===== src/rtl/ysyx_24080006_axi_arbiter_if.sv =====
// AXI4 bundle shared by the IFU, LSU and crossbar-side ports of the memory arbiter.
interface ysyx_24080006_axi #(
    parameter int ADDR_W = 32,
    parameter int DATA_W = 32,
    parameter int ID_W   = 4
);
    logic              awvalid;
    logic              awready;
    logic [ADDR_W-1:0] awaddr;
    logic [ID_W-1:0]   awid;
    logic [7:0]        awlen;
    logic [2:0]        awsize;
    logic [1:0]        awburst;

    logic                wvalid;
    logic                wready;
    logic [DATA_W-1:0]   wdata;
    logic [DATA_W/8-1:0] wstrb;
    logic                wlast;

    logic            bvalid;
    logic            bready;
    logic [1:0]      bresp;
    logic [ID_W-1:0] bid;

    logic              arvalid;
    logic              arready;
    logic [ADDR_W-1:0] araddr;
    logic [ID_W-1:0]   arid;
    logic [7:0]        arlen;
    logic [2:0]        arsize;
    logic [1:0]        arburst;

    logic              rvalid;
    logic              rready;
    logic [DATA_W-1:0] rdata;
    logic [1:0]        rresp;
    logic              rlast;
    logic [ID_W-1:0]   rid;

    modport master (
        output awvalid, awaddr, awid, awlen, awsize, awburst,
        input  awready,
        output wvalid, wdata, wstrb, wlast,
        input  wready,
        input  bvalid, bresp, bid,
        output bready,
        output arvalid, araddr, arid, arlen, arsize, arburst,
        input  arready,
        input  rvalid, rdata, rresp, rlast, rid,
        output rready
    );

    modport slave (
        input  awvalid, awaddr, awid, awlen, awsize, awburst,
        output awready,
        input  wvalid, wdata, wstrb, wlast,
        output wready,
        output bvalid, bresp, bid,
        input  bready,
        input  arvalid, araddr, arid, arlen, arsize, arburst,
        output arready,
        output rvalid, rdata, rresp, rlast, rid,
        input  rready
    );
endinterface


===== src/rtl/ysyx_24080006_axi_arbiter.sv =====
// IFU/LSU to single AXI4 port arbiter, one outstanding transaction, grant held to retirement.
// Define YSYX_24080006_ARB_RR_EN for round-robin between the two readers (LSU writes still win).
module ysyx_24080006_axi_arbiter #(
    parameter int ADDR_W = 32,
    parameter int DATA_W = 32,
    parameter int ID_W   = 4
) (
    input  logic             clock,
    input  logic             reset,
    ysyx_24080006_axi.slave  ifu,
    ysyx_24080006_axi.slave  lsu,
    ysyx_24080006_axi.master out
);
    localparam logic [1:0] S_IDLE   = 2'd0;
    localparam logic [1:0] S_RD_IFU = 2'd1;
    localparam logic [1:0] S_RD_LSU = 2'd2;
    localparam logic [1:0] S_WR_LSU = 2'd3;

    logic [1:0]        r_state;
    logic [1:0]        w_state_nxt;
    logic              r_addr_done;
    logic              w_addr_done_nxt;
    logic              w_g_ifu;
    logic              w_g_lsu_rd;
    logic              w_g_lsu_wr;
    logic              w_ar_hs;
    logic              w_aw_hs;
    logic              w_r_done;
    logic              w_b_done;
    logic              w_pick_lsu;
    logic [ADDR_W-1:0] w_araddr;
    logic [ID_W-1:0]   w_arid;
    logic [DATA_W-1:0] w_rdata;
    logic              w_unused;

    // Grants are masked by reset so every handshake signal is quiet while reset is held.
    assign w_g_ifu    = !reset && (r_state == S_RD_IFU);
    assign w_g_lsu_rd = !reset && (r_state == S_RD_LSU);
    assign w_g_lsu_wr = !reset && (r_state == S_WR_LSU);

    assign w_ar_hs  = out.arvalid && out.arready;
    assign w_aw_hs  = out.awvalid && out.awready;
    assign w_r_done = out.rvalid && out.rready && out.rlast;
    assign w_b_done = out.bvalid && out.bready;

`ifdef YSYX_24080006_ARB_RR_EN
    logic r_last_rd;
    // r_last_rd = 1 means LSU was the most recent reader; on a tie the other reader wins.
    assign w_pick_lsu = lsu.arvalid && (!ifu.arvalid || !r_last_rd);

    always_ff @(posedge clock) begin
        if (reset) begin
            r_last_rd <= 1'b0;
        end else if (r_state == S_IDLE && w_state_nxt == S_RD_LSU) begin
            r_last_rd <= 1'b1;
        end else if (r_state == S_IDLE && w_state_nxt == S_RD_IFU) begin
            r_last_rd <= 1'b0;
        end
    end
`else
    assign w_pick_lsu = lsu.arvalid;
`endif

    always_comb begin
        w_state_nxt     = r_state;
        w_addr_done_nxt = r_addr_done;
        case (r_state)
            S_IDLE: begin
                w_addr_done_nxt = 1'b0;
                if (lsu.awvalid)      w_state_nxt = S_WR_LSU;
                else if (w_pick_lsu)  w_state_nxt = S_RD_LSU;
                else if (ifu.arvalid) w_state_nxt = S_RD_IFU;
            end
            S_RD_IFU, S_RD_LSU: begin
                if (w_r_done) begin
                    w_state_nxt     = S_IDLE;
                    w_addr_done_nxt = 1'b0;
                end else if (w_ar_hs) begin
                    w_addr_done_nxt = 1'b1;
                end
            end
            S_WR_LSU: begin
                if (w_b_done) begin
                    w_state_nxt     = S_IDLE;
                    w_addr_done_nxt = 1'b0;
                end else if (w_aw_hs) begin
                    w_addr_done_nxt = 1'b1;
                end
            end
            default: begin
                w_state_nxt     = S_IDLE;
                w_addr_done_nxt = 1'b0;
            end
        endcase
    end

    always_ff @(posedge clock) begin
        if (reset) begin
            r_state     <= S_IDLE;
            r_addr_done <= 1'b0;
        end else begin
            r_state     <= w_state_nxt;
            r_addr_done <= w_addr_done_nxt;
        end
    end

    assign w_araddr    = w_g_lsu_rd ? lsu.araddr : ifu.araddr;
    assign w_arid      = w_g_lsu_rd ? lsu.arid   : ifu.arid;
    assign out.araddr  = w_araddr;
    assign out.arid    = w_arid;
    assign out.arlen   = w_g_lsu_rd ? lsu.arlen   : ifu.arlen;
    assign out.arsize  = w_g_lsu_rd ? lsu.arsize  : ifu.arsize;
    assign out.arburst = w_g_lsu_rd ? lsu.arburst : ifu.arburst;
    assign out.arvalid = ((w_g_ifu && ifu.arvalid) || (w_g_lsu_rd && lsu.arvalid)) && !r_addr_done;
    assign ifu.arready = w_g_ifu && !r_addr_done && out.arready;
    assign lsu.arready = w_g_lsu_rd && !r_addr_done && out.arready;

    assign out.rready = (w_g_ifu && ifu.rready) || (w_g_lsu_rd && lsu.rready);
    assign w_rdata    = out.rdata;
    assign ifu.rvalid = w_g_ifu && out.rvalid;
    assign ifu.rdata  = w_rdata;
    assign ifu.rresp  = out.rresp;
    assign ifu.rlast  = out.rlast;
    assign ifu.rid    = out.rid;
    assign lsu.rvalid = w_g_lsu_rd && out.rvalid;
    assign lsu.rdata  = w_rdata;
    assign lsu.rresp  = out.rresp;
    assign lsu.rlast  = out.rlast;
    assign lsu.rid    = out.rid;

    // Only the LSU can write, so the AW/W payload comes straight from it.
    assign out.awaddr  = lsu.awaddr;
    assign out.awid    = lsu.awid;
    assign out.awlen   = lsu.awlen;
    assign out.awsize  = lsu.awsize;
    assign out.awburst = lsu.awburst;
    assign out.awvalid = w_g_lsu_wr && lsu.awvalid && !r_addr_done;
    assign lsu.awready = w_g_lsu_wr && !r_addr_done && out.awready;
    assign out.wdata   = lsu.wdata;
    assign out.wstrb   = lsu.wstrb;
    assign out.wlast   = lsu.wlast;
    assign out.wvalid  = w_g_lsu_wr && lsu.wvalid;
    assign lsu.wready  = w_g_lsu_wr && out.wready;
    assign lsu.bvalid  = w_g_lsu_wr && out.bvalid;
    assign lsu.bresp   = out.bresp;
    assign lsu.bid     = out.bid;
    assign out.bready  = w_g_lsu_wr && lsu.bready;

    assign ifu.awready = 1'b0;
    assign ifu.wready  = 1'b0;
    assign ifu.bvalid  = 1'b0;
    assign ifu.bresp   = 2'b00;
    assign ifu.bid     = '0;

    assign w_unused = &{1'b0, ifu.awvalid, ifu.awaddr, ifu.awid, ifu.awlen, ifu.awsize,
                        ifu.awburst, ifu.wvalid, ifu.wdata, ifu.wstrb, ifu.wlast, ifu.bready};
endmodule


===== src/flat_wrapper.sv =====
// flat-port wrapper written by rule: the top's interface ports become plain ports
module ysyx_24080006_axi_arbiter_flat 
#(
    parameter int ADDR_W = 32,
    parameter int DATA_W = 32,
    parameter int ID_W   = 4
)
  (clock, reset, ifu_awvalid, ifu_awaddr, ifu_awid, ifu_awlen, ifu_awsize, ifu_awburst, ifu_awready, ifu_wvalid, ifu_wdata, ifu_wstrb, ifu_wlast, ifu_wready, ifu_bvalid, ifu_bresp, ifu_bid, ifu_bready, ifu_arvalid, ifu_araddr, ifu_arid, ifu_arlen, ifu_arsize, ifu_arburst, ifu_arready, ifu_rvalid, ifu_rdata, ifu_rresp, ifu_rlast, ifu_rid, ifu_rready, lsu_awvalid, lsu_awaddr, lsu_awid, lsu_awlen, lsu_awsize, lsu_awburst, lsu_awready, lsu_wvalid, lsu_wdata, lsu_wstrb, lsu_wlast, lsu_wready, lsu_bvalid, lsu_bresp, lsu_bid, lsu_bready, lsu_arvalid, lsu_araddr, lsu_arid, lsu_arlen, lsu_arsize, lsu_arburst, lsu_arready, lsu_rvalid, lsu_rdata, lsu_rresp, lsu_rlast, lsu_rid, lsu_rready, out_awvalid, out_awaddr, out_awid, out_awlen, out_awsize, out_awburst, out_awready, out_wvalid, out_wdata, out_wstrb, out_wlast, out_wready, out_bvalid, out_bresp, out_bid, out_bready, out_arvalid, out_araddr, out_arid, out_arlen, out_arsize, out_arburst, out_arready, out_rvalid, out_rdata, out_rresp, out_rlast, out_rid, out_rready);
  ysyx_24080006_axi #(.ADDR_W(ADDR_W), .DATA_W(DATA_W), .ID_W(ID_W)) ifu_i ();
  ysyx_24080006_axi #(.ADDR_W(ADDR_W), .DATA_W(DATA_W), .ID_W(ID_W)) lsu_i ();
  ysyx_24080006_axi #(.ADDR_W(ADDR_W), .DATA_W(DATA_W), .ID_W(ID_W)) out_i ();
  input  logic clock;
  input  logic reset;
  input wire logic [$bits(ifu_i.awvalid)-1:0] ifu_awvalid;
  input wire logic [$bits(ifu_i.awaddr)-1:0] ifu_awaddr;
  input wire logic [$bits(ifu_i.awid)-1:0] ifu_awid;
  input wire logic [$bits(ifu_i.awlen)-1:0] ifu_awlen;
  input wire logic [$bits(ifu_i.awsize)-1:0] ifu_awsize;
  input wire logic [$bits(ifu_i.awburst)-1:0] ifu_awburst;
  output wire logic [$bits(ifu_i.awready)-1:0] ifu_awready;
  input wire logic [$bits(ifu_i.wvalid)-1:0] ifu_wvalid;
  input wire logic [$bits(ifu_i.wdata)-1:0] ifu_wdata;
  input wire logic [$bits(ifu_i.wstrb)-1:0] ifu_wstrb;
  input wire logic [$bits(ifu_i.wlast)-1:0] ifu_wlast;
  output wire logic [$bits(ifu_i.wready)-1:0] ifu_wready;
  output wire logic [$bits(ifu_i.bvalid)-1:0] ifu_bvalid;
  output wire logic [$bits(ifu_i.bresp)-1:0] ifu_bresp;
  output wire logic [$bits(ifu_i.bid)-1:0] ifu_bid;
  input wire logic [$bits(ifu_i.bready)-1:0] ifu_bready;
  input wire logic [$bits(ifu_i.arvalid)-1:0] ifu_arvalid;
  input wire logic [$bits(ifu_i.araddr)-1:0] ifu_araddr;
  input wire logic [$bits(ifu_i.arid)-1:0] ifu_arid;
  input wire logic [$bits(ifu_i.arlen)-1:0] ifu_arlen;
  input wire logic [$bits(ifu_i.arsize)-1:0] ifu_arsize;
  input wire logic [$bits(ifu_i.arburst)-1:0] ifu_arburst;
  output wire logic [$bits(ifu_i.arready)-1:0] ifu_arready;
  output wire logic [$bits(ifu_i.rvalid)-1:0] ifu_rvalid;
  output wire logic [$bits(ifu_i.rdata)-1:0] ifu_rdata;
  output wire logic [$bits(ifu_i.rresp)-1:0] ifu_rresp;
  output wire logic [$bits(ifu_i.rlast)-1:0] ifu_rlast;
  output wire logic [$bits(ifu_i.rid)-1:0] ifu_rid;
  input wire logic [$bits(ifu_i.rready)-1:0] ifu_rready;
  input wire logic [$bits(lsu_i.awvalid)-1:0] lsu_awvalid;
  input wire logic [$bits(lsu_i.awaddr)-1:0] lsu_awaddr;
  input wire logic [$bits(lsu_i.awid)-1:0] lsu_awid;
  input wire logic [$bits(lsu_i.awlen)-1:0] lsu_awlen;
  input wire logic [$bits(lsu_i.awsize)-1:0] lsu_awsize;
  input wire logic [$bits(lsu_i.awburst)-1:0] lsu_awburst;
  output wire logic [$bits(lsu_i.awready)-1:0] lsu_awready;
  input wire logic [$bits(lsu_i.wvalid)-1:0] lsu_wvalid;
  input wire logic [$bits(lsu_i.wdata)-1:0] lsu_wdata;
  input wire logic [$bits(lsu_i.wstrb)-1:0] lsu_wstrb;
  input wire logic [$bits(lsu_i.wlast)-1:0] lsu_wlast;
  output wire logic [$bits(lsu_i.wready)-1:0] lsu_wready;
  output wire logic [$bits(lsu_i.bvalid)-1:0] lsu_bvalid;
  output wire logic [$bits(lsu_i.bresp)-1:0] lsu_bresp;
  output wire logic [$bits(lsu_i.bid)-1:0] lsu_bid;
  input wire logic [$bits(lsu_i.bready)-1:0] lsu_bready;
  input wire logic [$bits(lsu_i.arvalid)-1:0] lsu_arvalid;
  input wire logic [$bits(lsu_i.araddr)-1:0] lsu_araddr;
  input wire logic [$bits(lsu_i.arid)-1:0] lsu_arid;
  input wire logic [$bits(lsu_i.arlen)-1:0] lsu_arlen;
  input wire logic [$bits(lsu_i.arsize)-1:0] lsu_arsize;
  input wire logic [$bits(lsu_i.arburst)-1:0] lsu_arburst;
  output wire logic [$bits(lsu_i.arready)-1:0] lsu_arready;
  output wire logic [$bits(lsu_i.rvalid)-1:0] lsu_rvalid;
  output wire logic [$bits(lsu_i.rdata)-1:0] lsu_rdata;
  output wire logic [$bits(lsu_i.rresp)-1:0] lsu_rresp;
  output wire logic [$bits(lsu_i.rlast)-1:0] lsu_rlast;
  output wire logic [$bits(lsu_i.rid)-1:0] lsu_rid;
  input wire logic [$bits(lsu_i.rready)-1:0] lsu_rready;
  output wire logic [$bits(out_i.awvalid)-1:0] out_awvalid;
  output wire logic [$bits(out_i.awaddr)-1:0] out_awaddr;
  output wire logic [$bits(out_i.awid)-1:0] out_awid;
  output wire logic [$bits(out_i.awlen)-1:0] out_awlen;
  output wire logic [$bits(out_i.awsize)-1:0] out_awsize;
  output wire logic [$bits(out_i.awburst)-1:0] out_awburst;
  input wire logic [$bits(out_i.awready)-1:0] out_awready;
  output wire logic [$bits(out_i.wvalid)-1:0] out_wvalid;
  output wire logic [$bits(out_i.wdata)-1:0] out_wdata;
  output wire logic [$bits(out_i.wstrb)-1:0] out_wstrb;
  output wire logic [$bits(out_i.wlast)-1:0] out_wlast;
  input wire logic [$bits(out_i.wready)-1:0] out_wready;
  input wire logic [$bits(out_i.bvalid)-1:0] out_bvalid;
  input wire logic [$bits(out_i.bresp)-1:0] out_bresp;
  input wire logic [$bits(out_i.bid)-1:0] out_bid;
  output wire logic [$bits(out_i.bready)-1:0] out_bready;
  output wire logic [$bits(out_i.arvalid)-1:0] out_arvalid;
  output wire logic [$bits(out_i.araddr)-1:0] out_araddr;
  output wire logic [$bits(out_i.arid)-1:0] out_arid;
  output wire logic [$bits(out_i.arlen)-1:0] out_arlen;
  output wire logic [$bits(out_i.arsize)-1:0] out_arsize;
  output wire logic [$bits(out_i.arburst)-1:0] out_arburst;
  input wire logic [$bits(out_i.arready)-1:0] out_arready;
  input wire logic [$bits(out_i.rvalid)-1:0] out_rvalid;
  input wire logic [$bits(out_i.rdata)-1:0] out_rdata;
  input wire logic [$bits(out_i.rresp)-1:0] out_rresp;
  input wire logic [$bits(out_i.rlast)-1:0] out_rlast;
  input wire logic [$bits(out_i.rid)-1:0] out_rid;
  output wire logic [$bits(out_i.rready)-1:0] out_rready;
  assign ifu_i.awvalid = ifu_awvalid;
  assign ifu_i.awaddr = ifu_awaddr;
  assign ifu_i.awid = ifu_awid;
  assign ifu_i.awlen = ifu_awlen;
  assign ifu_i.awsize = ifu_awsize;
  assign ifu_i.awburst = ifu_awburst;
  assign ifu_awready = ifu_i.awready;
  assign ifu_i.wvalid = ifu_wvalid;
  assign ifu_i.wdata = ifu_wdata;
  assign ifu_i.wstrb = ifu_wstrb;
  assign ifu_i.wlast = ifu_wlast;
  assign ifu_wready = ifu_i.wready;
  assign ifu_bvalid = ifu_i.bvalid;
  assign ifu_bresp = ifu_i.bresp;
  assign ifu_bid = ifu_i.bid;
  assign ifu_i.bready = ifu_bready;
  assign ifu_i.arvalid = ifu_arvalid;
  assign ifu_i.araddr = ifu_araddr;
  assign ifu_i.arid = ifu_arid;
  assign ifu_i.arlen = ifu_arlen;
  assign ifu_i.arsize = ifu_arsize;
  assign ifu_i.arburst = ifu_arburst;
  assign ifu_arready = ifu_i.arready;
  assign ifu_rvalid = ifu_i.rvalid;
  assign ifu_rdata = ifu_i.rdata;
  assign ifu_rresp = ifu_i.rresp;
  assign ifu_rlast = ifu_i.rlast;
  assign ifu_rid = ifu_i.rid;
  assign ifu_i.rready = ifu_rready;
  assign lsu_i.awvalid = lsu_awvalid;
  assign lsu_i.awaddr = lsu_awaddr;
  assign lsu_i.awid = lsu_awid;
  assign lsu_i.awlen = lsu_awlen;
  assign lsu_i.awsize = lsu_awsize;
  assign lsu_i.awburst = lsu_awburst;
  assign lsu_awready = lsu_i.awready;
  assign lsu_i.wvalid = lsu_wvalid;
  assign lsu_i.wdata = lsu_wdata;
  assign lsu_i.wstrb = lsu_wstrb;
  assign lsu_i.wlast = lsu_wlast;
  assign lsu_wready = lsu_i.wready;
  assign lsu_bvalid = lsu_i.bvalid;
  assign lsu_bresp = lsu_i.bresp;
  assign lsu_bid = lsu_i.bid;
  assign lsu_i.bready = lsu_bready;
  assign lsu_i.arvalid = lsu_arvalid;
  assign lsu_i.araddr = lsu_araddr;
  assign lsu_i.arid = lsu_arid;
  assign lsu_i.arlen = lsu_arlen;
  assign lsu_i.arsize = lsu_arsize;
  assign lsu_i.arburst = lsu_arburst;
  assign lsu_arready = lsu_i.arready;
  assign lsu_rvalid = lsu_i.rvalid;
  assign lsu_rdata = lsu_i.rdata;
  assign lsu_rresp = lsu_i.rresp;
  assign lsu_rlast = lsu_i.rlast;
  assign lsu_rid = lsu_i.rid;
  assign lsu_i.rready = lsu_rready;
  assign out_awvalid = out_i.awvalid;
  assign out_awaddr = out_i.awaddr;
  assign out_awid = out_i.awid;
  assign out_awlen = out_i.awlen;
  assign out_awsize = out_i.awsize;
  assign out_awburst = out_i.awburst;
  assign out_i.awready = out_awready;
  assign out_wvalid = out_i.wvalid;
  assign out_wdata = out_i.wdata;
  assign out_wstrb = out_i.wstrb;
  assign out_wlast = out_i.wlast;
  assign out_i.wready = out_wready;
  assign out_i.bvalid = out_bvalid;
  assign out_i.bresp = out_bresp;
  assign out_i.bid = out_bid;
  assign out_bready = out_i.bready;
  assign out_arvalid = out_i.arvalid;
  assign out_araddr = out_i.araddr;
  assign out_arid = out_i.arid;
  assign out_arlen = out_i.arlen;
  assign out_arsize = out_i.arsize;
  assign out_arburst = out_i.arburst;
  assign out_i.arready = out_arready;
  assign out_i.rvalid = out_rvalid;
  assign out_i.rdata = out_rdata;
  assign out_i.rresp = out_rresp;
  assign out_i.rlast = out_rlast;
  assign out_i.rid = out_rid;
  assign out_rready = out_i.rready;
  ysyx_24080006_axi_arbiter #(.ADDR_W(ADDR_W), .DATA_W(DATA_W), .ID_W(ID_W)) u_core (.clock(clock), .reset(reset), .ifu(ifu_i), .lsu(lsu_i), .out(out_i));
endmodule

===== config.mk =====
export PLATFORM = sky130hd
export DESIGN_NAME = ysyx_24080006_axi_arbiter_flat
export DESIGN_NICKNAME = d
export VERILOG_FILES = /design/src/rtl/ysyx_24080006_axi_arbiter_if.sv /design/src/rtl/ysyx_24080006_axi_arbiter.sv /design/src/flat_wrapper.sv
export SDC_FILE = /design/constraint.sdc
export NUM_CORES = 1
export LEC_CHECK = 0
export CORE_AREA = 2 2 221 223
export CTS_CLUSTER_SIZE = 10
export DETAILED_ROUTE_END_ITERATION = 10
export DIE_AREA = 0 0 223 225
export PLACE_DENSITY = 0.37
export SLEW_MARGIN = 20
export SYNTH_ARGS = -nofsm -noshare
export SYNTH_HDL_FRONTEND = slang
export SYNTH_SLANG_ARGS = --single-unit

===== constraint.sdc =====
create_clock -name clock -period 2.45 [get_ports clock]
set_clock_uncertainty 0.05 [all_clocks]
set_input_delay 0.3675 -clock clock [delete_from_list [all_inputs] [get_ports clock]]
set_output_delay 0.3675 -clock clock [all_outputs]
set_load 0.03 [all_outputs]

==> results.json <==
{
  "hpwl_um": 7830,
  "ios": 572,
  "synth_edf_count": 0,
  "grt_pass1_vias": 2000,
  "syn_area_um2": 2330,
  "overflow": 0,
  "drive_gt1_share_pct": 37.9,
  "gp_congestion": 0.666,
  "crit_type": "flip-flop to output port",
  "r2r-start": "u_core.r_state[1]$_SDFFE_PP0P_",
  "reg2reg_depth": 6,
  "final_nets": 639,
  "finalCriticalPeriod_ps": 2340,
  "clock-sinks": 3,
  "critPathLaunchType": "flip-flop",
  "synth_area_leaders": "buf_4, mux2_2, mux2_1, ha_1, dfxtp_1",
  "synth_common_cells": "buf_4, mux2_2, mux2_1",
  "p_leak_nw": 1.30,
  "seq_area_frac_synth_pct": 2.58,
  "grt_busiest_layer": "met2",
  "rows": 80,
  "numCtsBuffers": 3,
  "fin_util_pct": 7.88,
  "ys_ff_latch": 3,
  "met2_usage_pct": 6.56,
  "r2r_end": "u_core.r_state[1]$_SDFFE_PP0P_",
  "yosysUniqueCellTypes": 32,
  "htreeDepth": 1,
  "wire_per_inst_um": 10.5,
  "max_cap_violations": 0,
  "grt_first_pass_wirelength_um": 12600,
  "period_share_pct": 95.6,
  "antenna_found_initial": 1,
  "grt_use_met3_pct": 1.43,
  "yosysMostFrequentCell": "buf_4",
  "num_vias": 1860,
  "fmax_ghz": 0.427,
  "ir_drop_mv": 0.140,
  "fp.dieW_um": 223,
  "drtIter0Drc": 33,
  "ctsHoldBuffers": 0,
  "use_met1_pct": 2.63,
  "slew_violations": 0,
  "synth_flop_cell": "dfxtp_1",
  "status": "finished, final reports clean",
  "cts_tree": "done",
  "grt_usage_pct": 3.54,
  "critical_path_required_ps": 2030,
  "setup_tns_ps": 0,
  "min_to": "u_core.r_state[1]$_SDFFE_PP0P_",
  "cts_buffer_depth": 2,
  "drcViolationCount": 0,
  "worst_path_max_delay_cell": "clkdlybuf4s50_1",
  "via_per_inst": 2.03,
  "area_growth_pct": 61.0,
  "clk_pin_slew_ps": 30,
  "arrival_ps": 1920,
  "holdCritPathClass": "flip-flop to flip-flop",
  "reg2reg_slack_ps": 540,
  "io_buffers": 175,
  "crit_chain": "ha_1 > buf_4 > a22oi_1 > nor3_1 > clkdlybuf4s50_1",
  "finalPower_mw": 1.91,
  "grt_setup_unrepaired": "false",
  "dr.pass1.iters": 4,
  "drt-total-wl_um": 9630,
  "finalHoldViolCount": 0,
  "grt_max_degree": 24,
  "postSynthAreaPerCell_um2": 8.10,
  "synthArstFlopShare_pct": 0,
  "core_um2": 47500,
  "yosysWarnings": 0,
  "setup_viol": 0,
  "start_util_pct": 4.89,
  "cts-root-buf": "clkbuf_16",
  "clock_latency_ps": 230,
  "synthCells": 287,
  "worstSetupEndpointType": "output port",
  "die_area_um2": 50200,
  "hp-start": "u_core.r_state[1]$_SDFFE_PP0P_",
  "powerDensity_nw_per_um2": 510,
  "yosys.area.top_type": "buf_4",
  "min_path_cells": 2,
  "synth_top_area_share_pct": 57.8,
  "ant_nets": 0,
  "critPathMaxFanout": 4,
  "die_h_um": 225,
  "max_stage_delay_ps": 700
}
[sequential cells by signal, indices dropped and copies added (netlist names)]
register	flops
u_core.r_state	2
u_core.r_addr_done	1
[placed cells by master, fill, tap and decap left out, types with 2 or more instances in the layout]
cell	count
clkdlybuf4s50_1	116
mux2_2	43
buf_4	30
clkdlybuf4s15_2	29
conb_1	9
mux2_1	6
inv_1	5
nor2_1	5
ha_1	5
clkdlybuf4s15_1	5
and2_1	4
o21ai_0	4
clkbuf_16	3
buf_12	3
dfxtp_1	3
a22oi_1	2
and3_1	2
nor3b_1	2
a21oi_1	2
buf_16	2
dlygate4sd2_1	2
[metal layers]
| layer | share of wire [%] | routed length [um] |
|---|---|---|
| met1 | 26 | 2510 |
| met3 | 12 | 1180 |
| met5 | 0 | 0 |
| met4 | 9.7 | 937 |
| met2 | 52 | 5000 |
[worst max-delay path: cells and delay by family (launching register included)]
family          cells  cell delay (ps)
fa+ha+maj           1              240
flops               1              380
simple gates        1              150
compound gates      1               90
buf+inv             2              840
[worst max-delay path by stage]
| stage | from | end | slack, ps | cells after the start |
|---|---|---|---|---|
| floorplan | u_core.r_state[0]$_SDFFE_PP0P_ | lsu_arready | 310 | 6 |
| global placement | reset | out_araddr[18] | -320 | 5 |
| detailed placement | reset | out_araddr[18] | -320 | 5 |
| CTS | u_core.r_state[0]$_SDFFE_PP0P_ | out_araddr[18] | 90 | 7 |
| global route | u_core.r_state[0]$_SDFFE_PP0P_ | out_araddr[18] | 40 | 7 |
| finish | u_core.r_state[1]$_SDFFE_PP0P_ | out_arvalid | 110 | 5 |
[cell type report]
class	instances	area (um^2)
Antenna cell	1	2.50
Clock buffer	4	78.8
Fill cell	5537	43800
Inverter	5	18.8
Multi-Input combinational cell	101	908
Sequential cell	3	60.1
Tap cell	615	769
Timing Repair Buffer	188	1910
[report_power, final]
part / internal (mW) / total (mW) / switching [mW] / leakage (nW)
Combinational: 0.769 / 1.56 / 0.791 / 1.24
Sequential: 0.0712 / 0.0920 / 0.0207 / 0.0247
Clock: 0.215 / 0.261 / 0.0458 / 0.0382
Total: 1.05 / 1.91 / 0.857 / 1.30
[repair_timing]
item / in CTS / in global routing
resized for setup: 103 / 0
setup buffers: 2 / 0
endpoints found under the setup margin: 40 / 0
[stage by stage]
step | instance area [um^2] | worst slack, ps | hold slack, ps | instances
2_1_floorplan | 2360 | 310 | 433 | 295
3_3_place_gp | 3540 | -321 | 486 | 908
3_5_place_dp | 3540 | -318 | 477 | 908
4_1_cts | 3740 | 92.1 | 481 | 916
5_1_grt | 3740 | 44.9 | 512 | 917
6_report | 3740 | 108 | 478 | 917
[cells by family after synthesis]
logic type               count (synthesis)  share of synthesized area (%)
other                                    1                          0.161
flip-flops                               3                           2.58
buffers and inverters                  191                           60.0
multiplexers                            49                           23.7
AO/OA/AOI/OAI                           14                           4.57
adder cells (fa/ha/maj)                  5                           2.69
AND/OR/NAND/NOR                         24                           6.29
(Power assumes the default switching activity.)
